[src/rtl/seg7_scan_driver.sv]
// Time-multiplexed hex 7-segment scan driver with shadowed, tear-free frame commits.
// Optional leading-zero blanking when SEG7_LZ_BLANK_EN is defined.
module seg7_scan_driver #(
  parameter int DIGITS         = 8,
  parameter int SCAN_DIV       = 1000,
  parameter int SEG_ACTIVE_LOW = 1,
  parameter int AN_ACTIVE_LOW  = 1
) (
  input  logic                  clk,
  input  logic                  rst,
  input  logic [4*DIGITS-1:0]   value_in,
  input  logic [DIGITS-1:0]     dp_in,
  input  logic [DIGITS-1:0]     digit_en,
  input  logic                  load,
  output logic                  pending,
  output logic                  frame_done,
  output logic [6:0]            seg_out,
  output logic                  dp_out,
  output logic [DIGITS-1:0]     an_out
);

  localparam int IW = (DIGITS > 1) ? $clog2(DIGITS) : 1;
  localparam int DW = $clog2(SCAN_DIV);
  localparam logic [IW-1:0] LAST_IDX = IW'(DIGITS - 1);
  localparam logic [DW-1:0] DIV_MAX  = DW'(SCAN_DIV - 1);
  localparam bit SEG_LOW = (SEG_ACTIVE_LOW != 0);
  localparam bit AN_LOW  = (AN_ACTIVE_LOW != 0);

  logic [DW-1:0]         div;
  logic [IW-1:0]         idx;
  logic [4*DIGITS-1:0]   disp;
  logic [DIGITS-1:0]     disp_dp;
  logic [4*DIGITS-1:0]   shadow;
  logic [DIGITS-1:0]     shadow_dp;

  logic                  tick;
  logic                  boundary;
  logic [3:0]            cur_nib;
  logic                  cur_en;
  logic                  blank;
  logic [6:0]            seg_low;
  logic                  dp_lit;
  logic [DIGITS-1:0]     an_onehot;
  logic [6:0]            seg_next;
  logic                  dp_next;
  logic [DIGITS-1:0]     an_next;

  // Active-low {g,f,e,d,c,b,a} patterns.
  function automatic logic [6:0] hex_decode(input logic [3:0] n);
    case (n)
      4'h0: hex_decode = 7'h40;
      4'h1: hex_decode = 7'h79;
      4'h2: hex_decode = 7'h24;
      4'h3: hex_decode = 7'h30;
      4'h4: hex_decode = 7'h19;
      4'h5: hex_decode = 7'h12;
      4'h6: hex_decode = 7'h02;
      4'h7: hex_decode = 7'h78;
      4'h8: hex_decode = 7'h00;
      4'h9: hex_decode = 7'h10;
      4'hA: hex_decode = 7'h08;
      4'hB: hex_decode = 7'h03;
      4'hC: hex_decode = 7'h46;
      4'hD: hex_decode = 7'h21;
      4'hE: hex_decode = 7'h06;
      default: hex_decode = 7'h0E;
    endcase
  endfunction

  assign tick     = (div == DIV_MAX);
  assign boundary = tick && (idx == LAST_IDX);
  assign cur_nib  = disp[{idx, 2'b00} +: 4];
  assign cur_en   = digit_en[idx];

`ifdef SEG7_LZ_BLANK_EN
  // Highest nonzero digit of the committed frame; digit 0 is never blanked.
  logic [IW-1:0] lz_top;
  always_comb begin
    lz_top = '0;
    for (int i = 0; i < DIGITS; i++)
      if (disp[4*i +: 4] != 4'h0) lz_top = IW'(i);
  end
  assign blank = (idx > lz_top);
`else
  assign blank = 1'b0;
`endif

  assign seg_low   = (cur_en && !blank) ? hex_decode(cur_nib) : 7'h7F;
  assign dp_lit    = cur_en && !blank && disp_dp[idx];
  assign an_onehot = cur_en ? (DIGITS'(1) << idx) : '0;
  assign seg_next  = SEG_LOW ? seg_low : ~seg_low;
  assign dp_next   = SEG_LOW ? ~dp_lit : dp_lit;
  assign an_next   = AN_LOW ? ~an_onehot : an_onehot;

  always_ff @(posedge clk or posedge rst) begin
    if (rst) begin
      div        <= '0;
      idx        <= '0;
      disp       <= '0;
      disp_dp    <= '0;
      shadow     <= '0;
      shadow_dp  <= '0;
      pending    <= 1'b0;
      frame_done <= 1'b0;
      seg_out    <= SEG_LOW ? 7'h7F : 7'h00;
      dp_out     <= SEG_LOW;
      an_out     <= AN_LOW ? '1 : '0;
    end else begin
      frame_done <= 1'b0;
      seg_out    <= seg_next;
      dp_out     <= dp_next;
      an_out     <= an_next;
      if (tick) begin
        div <= '0;
        idx <= (idx == LAST_IDX) ? '0 : idx + 1'b1;
      end else begin
        div <= div + 1'b1;
      end
      if (boundary && pending) begin
        disp       <= shadow;
        disp_dp    <= shadow_dp;
        pending    <= 1'b0;
        frame_done <= 1'b1;
      end
      // A load in the commit cycle refills the shadow and keeps pending set.
      if (load) begin
        shadow    <= value_in;
        shadow_dp <= dp_in;
        pending   <= 1'b1;
      end
    end
  end

endmodule

[config.mk]
export PLATFORM = sky130hd
export DESIGN_NAME = seg7_scan_driver
export DESIGN_NICKNAME = d
export VERILOG_FILES = /design/src/rtl/seg7_scan_driver.sv
export SDC_FILE = /design/constraint.sdc
export NUM_CORES = 1
export LEC_CHECK = 0
export ABC_AREA = 1
export CORE_ASPECT_RATIO = 0.7
export CORE_MARGIN = 2
export CORE_UTILIZATION = 35
export CTS_BUF_LIST = sky130_fd_sc_hd__clkbuf_8 sky130_fd_sc_hd__clkbuf_16
export CTS_CLUSTER_SIZE = 16
export DETAILED_ROUTE_END_ITERATION = 8
export PLACE_DENSITY = 0.52
export SETUP_SLACK_MARGIN = 0.05
export SLEW_MARGIN = 40
export SYNTH_ARGS = -nofsm -noshare
export SYNTH_HDL_FRONTEND = slang
export SYNTH_SLANG_ARGS = --single-unit
[constraint.sdc]
create_clock -name clk -period 8.44 [get_ports clk]
set_input_delay 1.688 -clock clk [delete_from_list [all_inputs] [get_ports clk]]
set_output_delay 1.688 -clock clk [all_outputs]
set_load 0.01 [all_outputs]
After elaboration in Yosys (flattened, before gate mapping)
Memory sizes are Yosys's and may differ from the RTL's.
Cells that the tools add are included.

cells by class
  $add $sub $neg = 2
  $lt $le $gt $ge = 1
  equality and inequality tests = 2
  shift-type cells = 2
  mux-type cells = 11
  bitwise gates (word level) = 2
  reduce and logical (&&, ||, !) cells = 4

operators by type and width
  kind                                                                  number
  32-bit by 6-bit variable part select with 4-bit output                1
  10-bit by 1-bit adder with 10-bit output, second input constant       1
  10-bit equality test, second input constant                           1
  10-bit two-way mux                                                    1
  8-bit two-way mux                                                     1
  8-bit inverter                                                        1
  1-bit by 3-bit << shifter with 8-bit output, first input constant     1
  7-bit two-way mux                                                     1
  1-bit binary-select mux with 3-bit select                             2
  1-bit two-way mux                                                     5
  3-bit by 4-bit < comparator with 1-bit output, second input constant  1
  3-bit by 1-bit adder with 3-bit output, second input constant         1
  3-bit equality test, second input constant                            1
  1-bit logical AND                                                     3
  3-bit two-way mux                                                     1
  2-bit nonzero test                                                    1
  1-bit inverter                                                        1

storage, ports and cells
  bits in registers = 111
  memory bits (read-only) = 112
  input port bits = 51
  output and inout port bits = 18
  word-level logic and storage cells = 36
  memories kept = 1

memories
  memory            words  width  rd ports  clocked after memory_dff  write ports  line  RTL
  (name not given)  16     7      1         0                         0            50    case (n)

Longest topological paths before layout
  depth after elaboration = 5
  mapped depth = 14
  mapped depth without buffers = 12

Worst setup path after synthesis
OpenSTA, ideal clock, no wires.

  path type = input-to-reg
  start point = input port digit_en[2]
  end point = register seg_out[6]
  setup time = 0.077 ns
  arrival = 2.320 ns
  data required time = 8.363 ns
  path slack = 6.043 ns
  stages on the path = 9
  buffers on the path = 0
  cell sequence = nor2_1 nor2_1 o21ai_2 o21ai_2 nand2_1 nand2_4 inv_2 nor2_1 nand2_1

between the ends
  cells in the longest elaborated chain, start to end = 3

ends and longest elaborated chain
  element                                    line  RTL
  start: declaration                         13    input logic [DIGITS-1:0] digit_en,
  1-bit binary-select mux with 3-bit select  73    assign cur_en = digit_en[idx];
  1-bit two-way mux (implied by the code)    73
  7-bit two-way mux                          88    assign seg_low = (cur_en && !blank) ? hex_decode(cur_nib) : 7'h7F;
  via seg_low[6]                             41    logic [6:0] seg_low;
  end signal: assignment                     105   seg_out <= SEG_LOW ? 7'h7F : 7'h00;
  end signal: assignment                     110   seg_out <= seg_next;
  end: declaration                           17    output logic [6:0] seg_out,

The timed path passes the listed nets, and every way through them passes these cells. The select of a mux whose other input is x is not followed.
A chain may end at the register's enable or synchronous reset.

Worst setup path in the final report
  start point = register pending
  end point = output port pending

RTL lines
  element                   line  RTL
  start: declaration        15    output logic pending,
  start signal: assignment  103   pending <= 1'b0;
  start signal: assignment  122   pending <= 1'b0;
  start signal: assignment  129   pending <= 1'b1;

No word-level cell between the ends.

==> impl_metrics.tcl <==
set metrics [dict create \
    synth_area_leaders "dfrtp_1 (44%), nand2_1 (10%), dfstp_2 (7.8%)" \
    p_int_uw 788 \
    hp-start "disp_dp[1]" \
    num_vias 3776 \
    r2r-start "idx[1]" \
    cp_top_family "buffers and inverters" \
    postCtsHoldBufs 0 \
    timing.critical_path.buf_inv 1 \
    postSynthCellCount 586 \
    slew_viol_final 0 \
    hold_depth 2 \
    post_dp_cell_area_um2 6100 \
    p_sw_share_pct 23.8 \
    clkSinkCount 111 \
    cp.depth 1 \
    p_clk_share_pct 39.2 \
    r2r_cells 10 \
    routedWlPerCell_um 12.5 \
    min_period_ns 3.14 \
    drtIter0Drc 183 \
    dp.final_hpwl_mm 7.17 \
    synth.avg_cell_area_um2 9.14 \
    dieHeight_um 108 \
    dr.pass1.iters 4 \
    required_ns 6.75 \
    cts_resized 0 \
    gp_congestion 0.799 \
    h-tree-depth 3 \
    layout.nets 705 \
    grt_overflow_total 0 \
    ant_nets 0 \
    fmax_ghz 0.319 \
    cts_buffers 9 \
    setup-violations-final 0 \
    rsz0062_at_grt "no" \
    max-cap-violations 0 \
    syn-cell-area_um2 5360 \
    crit_type "reg2out" \
    final.setup.tns_ns 0 \
    cts_tree "done" \
    grt_use_total_pct 13.8 \
    drc 0 \
    io_buffer_count 68 \
    cp-start-kind "register" \
    grt_pass1_wl_mm 18.1 \
    seqPwrFrac_pct 53.7 \
    ioPinCount 69 \
    outcome "complete, no violations" \
    synth.distinct_cells 32 \
    synth_top_cell_by_area "dfrtp_1" \
    totalWireLength_mm 10.5 \
    synth_ff_type "dfrtp_1" \
    period_share_pct 37.2 \
    drive_above_1_share_pct 18.3 \
    ys_warn_count 0 \
    ctsLongestPathBuffers 2 \
    fin_hold_ws_ns 0.477 \
    die_w_um 152 \
    grt_pass1_vias 3691 \
    cts_root_buf "clkbuf_16" \
    power.density_nw_per_um2 162 \
    synth_edf_count 0 \
    antenna_found_initial 0 \
    initial_core_util_pct 36.2 \
    worstSkewPairLatency_ns 0.35 \
    p_leak_nw 3.02 \
    rows 37 \
    diodes 0 \
    relSlewSlack_pct 55.7 \
    crit_fanout 3 \
    async_flop_share_pct 100 \
    ys_ff_latch 111 \
    cts_setup_buffers 0 \
    min_path_type "reg2reg" \
    crit_path_start "pending" \
    dieArea_um2 16300 \
    synth_nets 650 \
    core_um2 14800 \
    synth_top_area_share_pct 44.4 \
    switchingPower_uw 247 \
    cts.clk_slew.worst_paths_ns 0.08 \
    crit_arrival_ns 1.45 \
    combPwrFrac_pct 7.1 \
    path_cells "clkdlybuf4s50_1" \
    synth_seq_area_share_pct 52.2 \
    critical_path.endpoint_type "output pin" \
    slowest_stage "clkdlybuf4s50_1" \
    tightest_slew_ns 0.665 \
    finalClockSkew_ns 0.00830 \
    ir_drop_v 0.0000841 \
    grt_max_degree 82 \
    synthToLayoutAreaGrowth_pct 19.1 \
    cp_slowest_stage_delay_ns 0.59 \
    fin_area_um2 6380 \
    post_drt_via_cell_ratio 4.49 \
    finalHoldViolCount 0 \
    fill_cells 1481 \
]
cell usage in the layout, fill, tap and decap left out, types with 2 or more instances in the layout:
cell,count
nand3_4,2
dfstp_2,16
nor3_1,3
clkinv_4,2
a21oi_1,7
nand2_2,16
nand3_1,39
inv_2,5
nor2_1,22
clkdlybuf4s50_1,67
o21ai_2,45
buf_4,2
ha_1,13
clkbuf_16,9
nand2_4,3
o21ai_0,50
nand2_1,143
dfrtp_1,95
inv_6,4
o22ai_1,2
inv_1,83
nand3_2,6
final cells by class:
class,count,area (µm²),share of cell area [%]
clock buffer,9,225,3.53
clock inverter,7,55.1,0.863
inverter,90,353,5.53
multi-input combinational,359,2010,31.5
sequential,111,2800,43.8
tap,195,244,3.82
timing repair buffer,70,697,10.9
power groups by stage:
stage	Sequential, mW	Combinational (mW)	Clock, mW
after floorplan	0.567	0.0367	0
after global placement	0.566	0.0742	0
after detailed placement	0.566	0.0761	0
after CTS	0.556	0.0764	0.420
after global routing	0.558	0.0845	0.440
final	0.556	0.0734	0.406
worst paths after layout:
kind	endpoint	slack, ns
min in group asynchronous	div[8]	1.75
setup reg to reg	seg_out[5]	5.78
hold / removal	disp_dp[1]	0.48
hold reg to reg	disp_dp[1]	0.48
setup / recovery	pending	5.30
max in group asynchronous	disp[13]	5.67
worst min-delay path, cell delays in order (launching register included):
cell and delay (ns):
dfrtp_1 0.34, nand2_1 0.06, o21ai_2 0.04
routing by layer:
| layer | part of all wire, % | global-route usage (%) | vias to the layer above |
|---|---|---|---|
| met2 | 44 | 21.2 | 68 |
| met4 | 0.96 | 3.94 | 0 |
| met5 | 0 | 0 | - |
| li1 | - | - | 1940 |
| met1 | 52 | 19.4 | 1754 |
| met3 | 3.6 | 3.58 | 14 |
logic make-up (layout without fill, tap and decap cells):
family | count (synthesis) | after routing | synth area share (%)
compound gates | 106 | 106 | 13.4
xor+xnor | 1 | 1 | 0.163
fa+ha+maj | 13 | 13 | 3.04
buf+inv | 116 | 176 | 10.4
flops | 111 | 111 | 52.2
simple gates | 239 | 239 | 20.8
Yosys cell counts, types with 7 or more instances:
cell and n:
nand2_2 16, dfrtp_1 95, clkbuf_1 9, o21ai_2 45
inv_1 83, o21ai_0 50, nor2_1 22, a21oi_1 7
buf_6 10, ha_1 13, nand2_1 143, nand3_1 39
dfstp_2 16
sequential cells by signal, summed over array words and instances (netlist names):
name and flops:
disp_dp 8, shadow 32, an_out 8, div 10, dp_out 1, idx 3, pending 1, frame_done 1
seg_out 7, shadow_dp 8, disp 32
stage by stage:
stage | setup slack [ns] | utilization [%] | std cells | power (mW)
after floorplan | 3.85 | - | 586 | 0.603
final | 5.30 | 43.1 | 841 | 1.04
after CTS | 5.29 | 43.1 | 841 | 1.05
after global placement | 4.99 | 41.1 | 825 | 0.640
after global routing | 5.27 | 43.1 | 841 | 1.08
after detailed placement | 4.93 | 41.2 | 825 | 0.642
(Power assumes the default switching activity.)
